$ cat src/rtl/sw_debounce_pkg.sv
// Shared project constants for the switch front end and the downstream counter/LED stages.
package sw_debounce_pkg;
    localparam int DEF_NB_SW          = 4;
    localparam int DEF_NB_DEBOUNCE    = 16;
    localparam int DEF_DEBOUNCE_LIMIT = 50000;
    localparam int NB_COUNTER         = 8;
    localparam int NB_LEDS            = 4;
endpackage

$ cat src/rtl/debounce_bit.sv
// One switch bit: two-flop synchronizer, stability counter, debounced level and edge pulses.
module debounce_bit
    import sw_debounce_pkg::*;
#(
    parameter int NB_DEBOUNCE    = DEF_NB_DEBOUNCE,
    parameter int DEBOUNCE_LIMIT = DEF_DEBOUNCE_LIMIT
) (
    input  logic clock,
    input  logic i_reset,
    input  logic i_sw,
    output logic o_sw,
    output logic o_rise,
    output logic o_fall,
    output logic o_toggle_next
);
    localparam logic [NB_DEBOUNCE-1:0] CNT_LAST = NB_DEBOUNCE'(DEBOUNCE_LIMIT - 1);

    logic [1:0]             sync;
    logic [NB_DEBOUNCE-1:0] cnt;
    logic                   sync_q;
    logic                   differ;

    assign sync_q        = sync[1];
    assign differ        = sync_q != o_sw;
    // Exposed so the top can register o_change in the same cycle the level moves.
    assign o_toggle_next = differ && (cnt == CNT_LAST);

    always_ff @(posedge clock or posedge i_reset) begin
        if (i_reset) begin
            sync   <= 2'b00;
            cnt    <= '0;
            o_sw   <= 1'b0;
            o_rise <= 1'b0;
            o_fall <= 1'b0;
        end else begin
            sync   <= {sync[0], i_sw};
            o_rise <= 1'b0;
            o_fall <= 1'b0;
            if (o_toggle_next) begin
                o_sw   <= sync_q;
                cnt    <= '0;
                o_rise <= sync_q;
                o_fall <= ~sync_q;
            end else if (differ) begin
                cnt <= cnt + 1'b1;
            end else begin
                cnt <= '0;
            end
        end
    end
endmodule

$ cat src/rtl/sw_debounce.sv
// Debounces NB_SW raw switches independently and reports per-bit edges plus a combined change pulse.
module sw_debounce
    import sw_debounce_pkg::*;
#(
    parameter int NB_SW          = DEF_NB_SW,
    parameter int NB_DEBOUNCE    = DEF_NB_DEBOUNCE,
    parameter int DEBOUNCE_LIMIT = DEF_DEBOUNCE_LIMIT
) (
    input  logic             clock,
    input  logic             i_reset,
    input  logic [NB_SW-1:0] i_sw,
    output logic [NB_SW-1:0] o_sw,
    output logic [NB_SW-1:0] o_rise,
    output logic [NB_SW-1:0] o_fall,
    output logic             o_change
);
    logic [NB_SW-1:0] toggle_next;

    for (genvar g = 0; g < NB_SW; g++) begin : g_bit
        debounce_bit #(
            .NB_DEBOUNCE    (NB_DEBOUNCE),
            .DEBOUNCE_LIMIT (DEBOUNCE_LIMIT)
        ) u_bit (
            .clock         (clock),
            .i_reset       (i_reset),
            .i_sw          (i_sw[g]),
            .o_sw          (o_sw[g]),
            .o_rise        (o_rise[g]),
            .o_fall        (o_fall[g]),
            .o_toggle_next (toggle_next[g])
        );
    end

    always_ff @(posedge clock or posedge i_reset) begin
        if (i_reset) begin
            o_change <= 1'b0;
        end else begin
            o_change <= |toggle_next;
        end
    end
endmodule

$ cat config.mk
export PLATFORM = sky130hd
export DESIGN_NAME = sw_debounce
export DESIGN_NICKNAME = d
export VERILOG_FILES = /design/src/rtl/sw_debounce_pkg.sv /design/src/rtl/debounce_bit.sv /design/src/rtl/sw_debounce.sv
export SDC_FILE = /design/constraint.sdc
export NUM_CORES = 1
export LEC_CHECK = 0
export BUFFER_PORTS_ARGS = -buffer_cell sky130_fd_sc_hd__buf_2
export CAP_MARGIN = 40
export CORE_UTILIZATION = 61
export DETAILED_ROUTE_END_ITERATION = 16
export HOLD_SLACK_MARGIN = 0.1
export MAX_ROUTING_LAYER = met4
export PLACE_DENSITY_LB_ADDON = 0.2
export SLEW_MARGIN = 20
export SYNTH_ARGS = -nofsm -noshare
export SYNTH_HDL_FRONTEND = slang
export SYNTH_SLANG_ARGS = --single-unit
$ cat constraint.sdc
create_clock -name clock -period 3.4 [get_ports clock]
set_input_delay 0.51 -clock clock [delete_from_list [all_inputs] [get_ports clock]]
set_output_delay 0.51 -clock clock [all_outputs]
set_load 0.01 [all_outputs]
==> results of run 1 <==
==> routing by layer <==
metal | share of wire | vias up | routed length [µm] | GRT usage
met5 | 0 | - | 0 | -
met4 | 0.013 | 0 | 82 | 0.06842
met3 | 0.031 | 11 | 198 | 0.05385
met2 | 0.47 | 32 | 2959 | 0.3471
met1 | 0.49 | 1240 | 3081 | 0.2783
li1 | - | 1294 | - | -
==> cell families (layout without fill, tap and decap cells) <==
group	count (synthesis)	count (layout)	share of synthesized area
compound gates	4	4	0.005077
xor+xnor	60	60	0.1333
fa+ha+maj	4	4	0.01270
buf+inv	31	49	0.04508
flops	85	85	0.5397
mux	2	2	0.005714
simple gates	191	191	0.2584
==> flip-flops by register name, summed over array words and instances (netlist names) <==
register and cells:
g_bit.u_bit.o_rise 4, g_bit.u_bit.o_fall 4, g_bit.u_bit.o_sw 4, g_bit.u_bit.cnt 64
g_bit.u_bit.sync 8, o_change 1
==> report_power, final <==
part           switching [W]  internal, W
Sequential         0.0000155      0.00103
Combinational      0.0000417    0.0000167
Clock               0.000326     0.000410
Total               0.000383      0.00145
==> how the worst max path moves through the flow <==
stage                                 from                     to  slack [ns]
floorplan                          i_reset  g_bit[0].u_bit.cnt[0]        0.70
global placement    g_bit[3].u_bit.cnt[10]  g_bit[3].u_bit.cnt[5]        1.39
detailed placement  g_bit[3].u_bit.cnt[10]  g_bit[3].u_bit.cnt[2]        1.35
CTS                 g_bit[3].u_bit.cnt[10]  g_bit[3].u_bit.cnt[2]        1.33
global route         g_bit[3].u_bit.cnt[0]  g_bit[3].u_bit.cnt[4]        1.25
finish              g_bit[3].u_bit.cnt[10]  g_bit[3].u_bit.cnt[2]        1.35
==> worst max-delay path, delay by kind of cell, from the launching register on <==
kind	cells	cell delay (ns)
AND/OR/NAND/NOR	4	1.50
flip-flops	1	0.42
==> layout by cell type (no fill, tap or decap), drive strengths merged <==
master | Yosys | routed
dfrtp | 85 | 85
nor2 | 77 | 77
xnor2 | 48 | 48
nand3 | 22 | 22
buf | 13 | 20
nand4 | 18 | 18
nor4 | 17 | 17
nand2 | 15 | 15
nor3 | 14 | 14
xor2 | 12 | 12
inv | 13 | 12
clkbuf | 5 | 11
nor4bb | 6 | 6
and3 | 6 | 6
clkinv | 0 | 4
ha | 4 | 4
nand2b | 4 | 4
o21ai | 4 | 4
nand4b | 3 | 3
nor2b | 2 | 2
and2 | 2 | 2
mux2 | 2 | 2
bufinv | 0 | 2
or4 | 2 | 2
nand4bb | 1 | 1
nor4b | 1 | 1
and4 | 1 | 1
==> layout make-up <==
class,instances,share of cell area
Sequential cell,85,0.5042
Tap cell,75,0.02224
Inverter,13,0.01186
Clock inverter,5,0.01779
Clock buffer,11,0.03114
Multi-Input combinational cell,261,0.3879
Timing Repair Buffer,20,0.02491
==> per-stage QoR <==
step / area, µm² / hold slack (ns) / utilization
finish: 4219 / 0.2508 / 0.6961
global route: 4219 / 0.2443 / 0.6961
CTS: 4219 / 0.2500 / 0.6961
detailed placement: 4013 / 0.3364 / 0.6621
global placement: 4013 / 0.3313 / 0.6621
floorplan: 3941 / 0.3312 / -
==> impl_metrics.toml, run 1 <==
[clock_tree]
h-tree-depth = 3
postCtsResizedCells = 0
path_clk_slew_ns = 0.08
post_cts_buffers = 0
clk_latency_ns = 0.34
cts_buffers = 9
clk_path_buf_depth = 2
hold_buffers = 0
cts_tree = "done"
cts.sinks = 85
cts-root-buf = "clkbuf_8"

[floorplanning]
core_area_um2 = 6061
start_util = 0.6503
die_width_um = 82.38
io_pins = 19
die-height_um = 82.38
rows = 28
dieArea_um2 = 6786

[synth]
yosysSeqAreaShare = 0.5397
synth_top_area_share = 0.5397
synthCells = 377
synth_area_um2 = 3941
ys_types = 32
yosysMostFrequentCell = "dfrtp_1"
synth_area_leaders = "dfrtp_1 (54%), xnor2_1 (11%), nor2_1 (6.4%)"
ys_seq_elements = 85
synthTopCellsByCount = "dfrtp_1 (85), nor2_1 (67), xnor2_1 (48), nand3_1 (22), nand4_1 (18)"
ys_warn_count = 0
synthArstFlopShare = 1.000
synth_top_cell_by_area = "dfrtp_1"
synth_edf_count = 0
synth_flop_cell = "dfrtp_1"
synthesis.nets = 387
syn_avg_cell_area_um2 = 10.45

[grt]
grt_pass1_wl_um = 10870
grt_pass1_vias = 2431
grt_usage = 0.2193
grt_max_degree = 44
overflow = 0
antenna_found_initial = 0

[sta]
fin_setup_tns_ns = 0
period_share = 0.6016
rsz0062_at_grt = "no"
clock.fmax_mhz = 488.9
worst_pin_slew_ns = 0.7114
fin_crit_ns = 2.046
relSlewSlack = 0.5252
setup_slack_ns = 1.354
finalSetupViolCount = 0
finalHoldViolCount = 0
clock_skew_ns = 0.006920
final_max_slew_viol_count = 0

[setup_path]
cp-end-kind = "register"
worst_r2r_path_depth = 4
crit_required_ns = 3.62
max_stage_delay_ns = 0.55
worst_ep_arrival_time_ns = 2.27
crit_type = "reg -> reg"
startpoint_type = "register"
crit_slowest_cell = "or4_4"
crit_path_cell_trace = "or4_1, or4_4, nand2_2, nor2_1"
cp_max_fo = 15
reg2reg_from = "g_bit[3].u_bit.cnt[10]"
ff2ff_setup_slack_ns = 1.35
r2r_end = "g_bit[3].u_bit.cnt[2]"

[placed_design]
place_congestion = 0.8586
dp_cells = 454
dpl_worst_slack_ns = 1.354
hpwl_um = 4395
port_buffers = 18

[pwr]
ir_drop_mv = 0.3146
leakage_nw = 1.777
power_w = 0.001837
p_per_area_nw_per_um2 = 435.3

[drt]
wire_per_inst_um = 13.45
drc = 0
viasPerCell = 5.483
via_count = 2577
finalWirelength_um = 6323
drtIter0Drc = 89
firstDrtPassIters = 4
ant_nets = 0

[final_layout]
multi_input_area_um2 = 1637
fillCellCount = 469
layout-drive-gt1-share = 0.1316
final_cells = 470
seq_area_um2 = 2127
n_antenna_cell = 0
area_growth_pct = 7.048
nNetsFinal = 400

[flow_run]
cap_violations = 0

[run_status]
outcome = "complete, no violations"

[min_path]
hold_path.class = "in -> async"
(Power assumes the default switching activity.)
==> run 2, diff against run 1 <==
Clock period 3.4 ns to 2.05 ns, I/O delays scaled along.
==> impl_metrics.toml, run 2 (same netlist as run 1, synthesis figures left out) <==
[run_status]
outcome = "complete, no violations"

[final_layout]
area_growth_pct = 9.492
n_antenna_cell = 0
layout_common_cells = "dfrtp_1 (85), nor2_1 (67), xnor2_1 (48), nand3_1 (22)"
layout-drive-gt1-share = 0.1432
nNetsFinal = 411
largest_reg_flops = 64
mostFrequentLayoutCell = "dfrtp_1"
largestRegisters = "g_bit.u_bit.cnt x64, g_bit.u_bit.sync x8"
regMostFlops = "g_bit.u_bit.cnt"
final_core_util = 0.7120
final_cells = 480

[floorplanning]
io_pins = 19
die_width_um = 82.38
rows = 28
start_util = 0.6503
core_area_um2 = 6061
dieArea_um2 = 6786
die-height_um = 82.38

[clock_tree]
cts_tree = "done"
cts-root-buf = "clkbuf_8"
postCtsResizedCells = 0
path_clk_slew_ns = 0.08
hold_buffers = 5
clk_path_buf_depth = 2
post_cts_buffers = 0
cts.sinks = 85
cts_buffers = 9
h-tree-depth = 3
clk_latency_ns = 0.34

[setup_path]
crit_type = "reg -> reg"
max_stage_delay_ns = 0.56
cp-end-kind = "register"
crit_buf_inv = 1
cp_max_fo = 11
crit_path_cell_trace = "or4_1, or4_4, nand2_2, buf_12, nor2_1"
crit_required_ns = 2.28
crit_start = "g_bit[3].u_bit.cnt[11]"
worst_ep_arrival_time_ns = 2.14
startpoint_type = "register"
reg2reg_from = "g_bit[3].u_bit.cnt[11]"
cp_top_family = "simple AND/OR/NAND/NOR gates"
crit_slowest_cell = "or4_4"

[pwr]
comb_power_share = 0.040
ir_drop_mv = 0.5615
p_per_area_nw_per_um2 = 683.7
p_sw_w = 0.0006542
switching_share = 0.2217
sequentialPowerShare = 0.586
leakage_nw = 1.816
p_int_w = 0.002296
power_w = 0.002951
clock_power_share = 0.374

[placed_design]
dp_cells = 460
place_congestion = 0.8395
dpl_worst_slack_ns = 0.1403
port_buffers = 18
hpwl_um = 4512

[sta]
fin_setup_tns_ns = 0
clock.fmax_mhz = 523.8
setup_slack_ns = 0.1409
finalHoldViolCount = 0
relSlewSlack = 0.6881
worst_pin_slew_ns = 0.4667
clock_skew_ns = 0.004982
rsz0062_at_grt = "no"
fin_crit_ns = 1.909
period_share = 0.9313
final_max_slew_viol_count = 0
finalSetupViolCount = 0

[grt]
overflow = 0
grt_pass1_vias = 2519
grt_usage = 0.2320
grt_pass1_wl_um = 11210
grt_max_degree = 86
antenna_found_initial = 0

[drt]
ant_nets = 0
wire_per_inst_um = 13.72
via_count = 2648
drtIter0Drc = 119
viasPerCell = 5.517
firstDrtPassIters = 4
drc = 0
finalWirelength_um = 6584

[flow_run]
cap_violations = 0

[min_path]
hold_path.class = "reg -> reg"
hp-start = "g_bit[3].u_bit.sync[0]"
[run 2: worst reg2reg max path, stage by stage, from the launching register on]
cell and delay, ns:
dfrtp_1 0.40, or4_1 0.54, or4_4 0.56, nand2_2 0.11, buf_12 0.14, nor2_1 0.06
[run 2: area by class of cell]
class	count	area, µm²
clock inverters	5	52.55
multi-input cells	261	1637
clock buffers	10	127.6
flip-flops and latches	85	2127
well taps	75	93.84
fillers	443	1745
inverters	13	52.55
repair buffers	31	225.2
[run 2: per-stage QoR]
step | instance area [µm²] | hold WS [ns]
final | 4315 | 0.3453
after global routing | 4315 | 0.3619
after CTS | 4315 | 0.3516
after detailed placement | 4085 | 0.3355
after global placement | 4085 | 0.3339
after floorplan | 3945 | 0.3312
[run 2: path summary, 6_finish.rpt]
| kind | slack, ns | to | depth (start not counted) |
|---|---|---|---|
| worst min register to register | 0.35 | g_bit[3].u_bit.sync[1] | 0 |
| worst min-delay path | 0.35 | g_bit[3].u_bit.sync[1] | 0 |
| worst max-delay path | 0.14 | g_bit[3].u_bit.cnt[4] | 5 |
| min in group asynchronous | 0.62 | g_bit[3].u_bit.cnt[6] | 4 |
| max in group asynchronous | 1.10 | g_bit[0].u_bit.cnt[12] | 4 |
| worst max register to register | 0.14 | g_bit[3].u_bit.cnt[4] | 5 |
[run 2: routing by layer]
layer,track usage,vias up,part of all wire
met4,0.09474,0,0.016
met2,0.3504,54,0.47
met3,0.06813,8,0.038
li1,-,1318,-
met1,0.2933,1268,0.48
met5,-,-,0
[run 2: power groups by stage]
stage               logic (W)  clock network [W]  registers (W)
finish               0.000118            0.00110        0.00173
global route         0.000135            0.00122        0.00173
CTS                  0.000122            0.00115        0.00173
detailed placement   0.000114                  0        0.00176
global placement     0.000109                  0        0.00176
floorplan           0.0000781                  0        0.00176
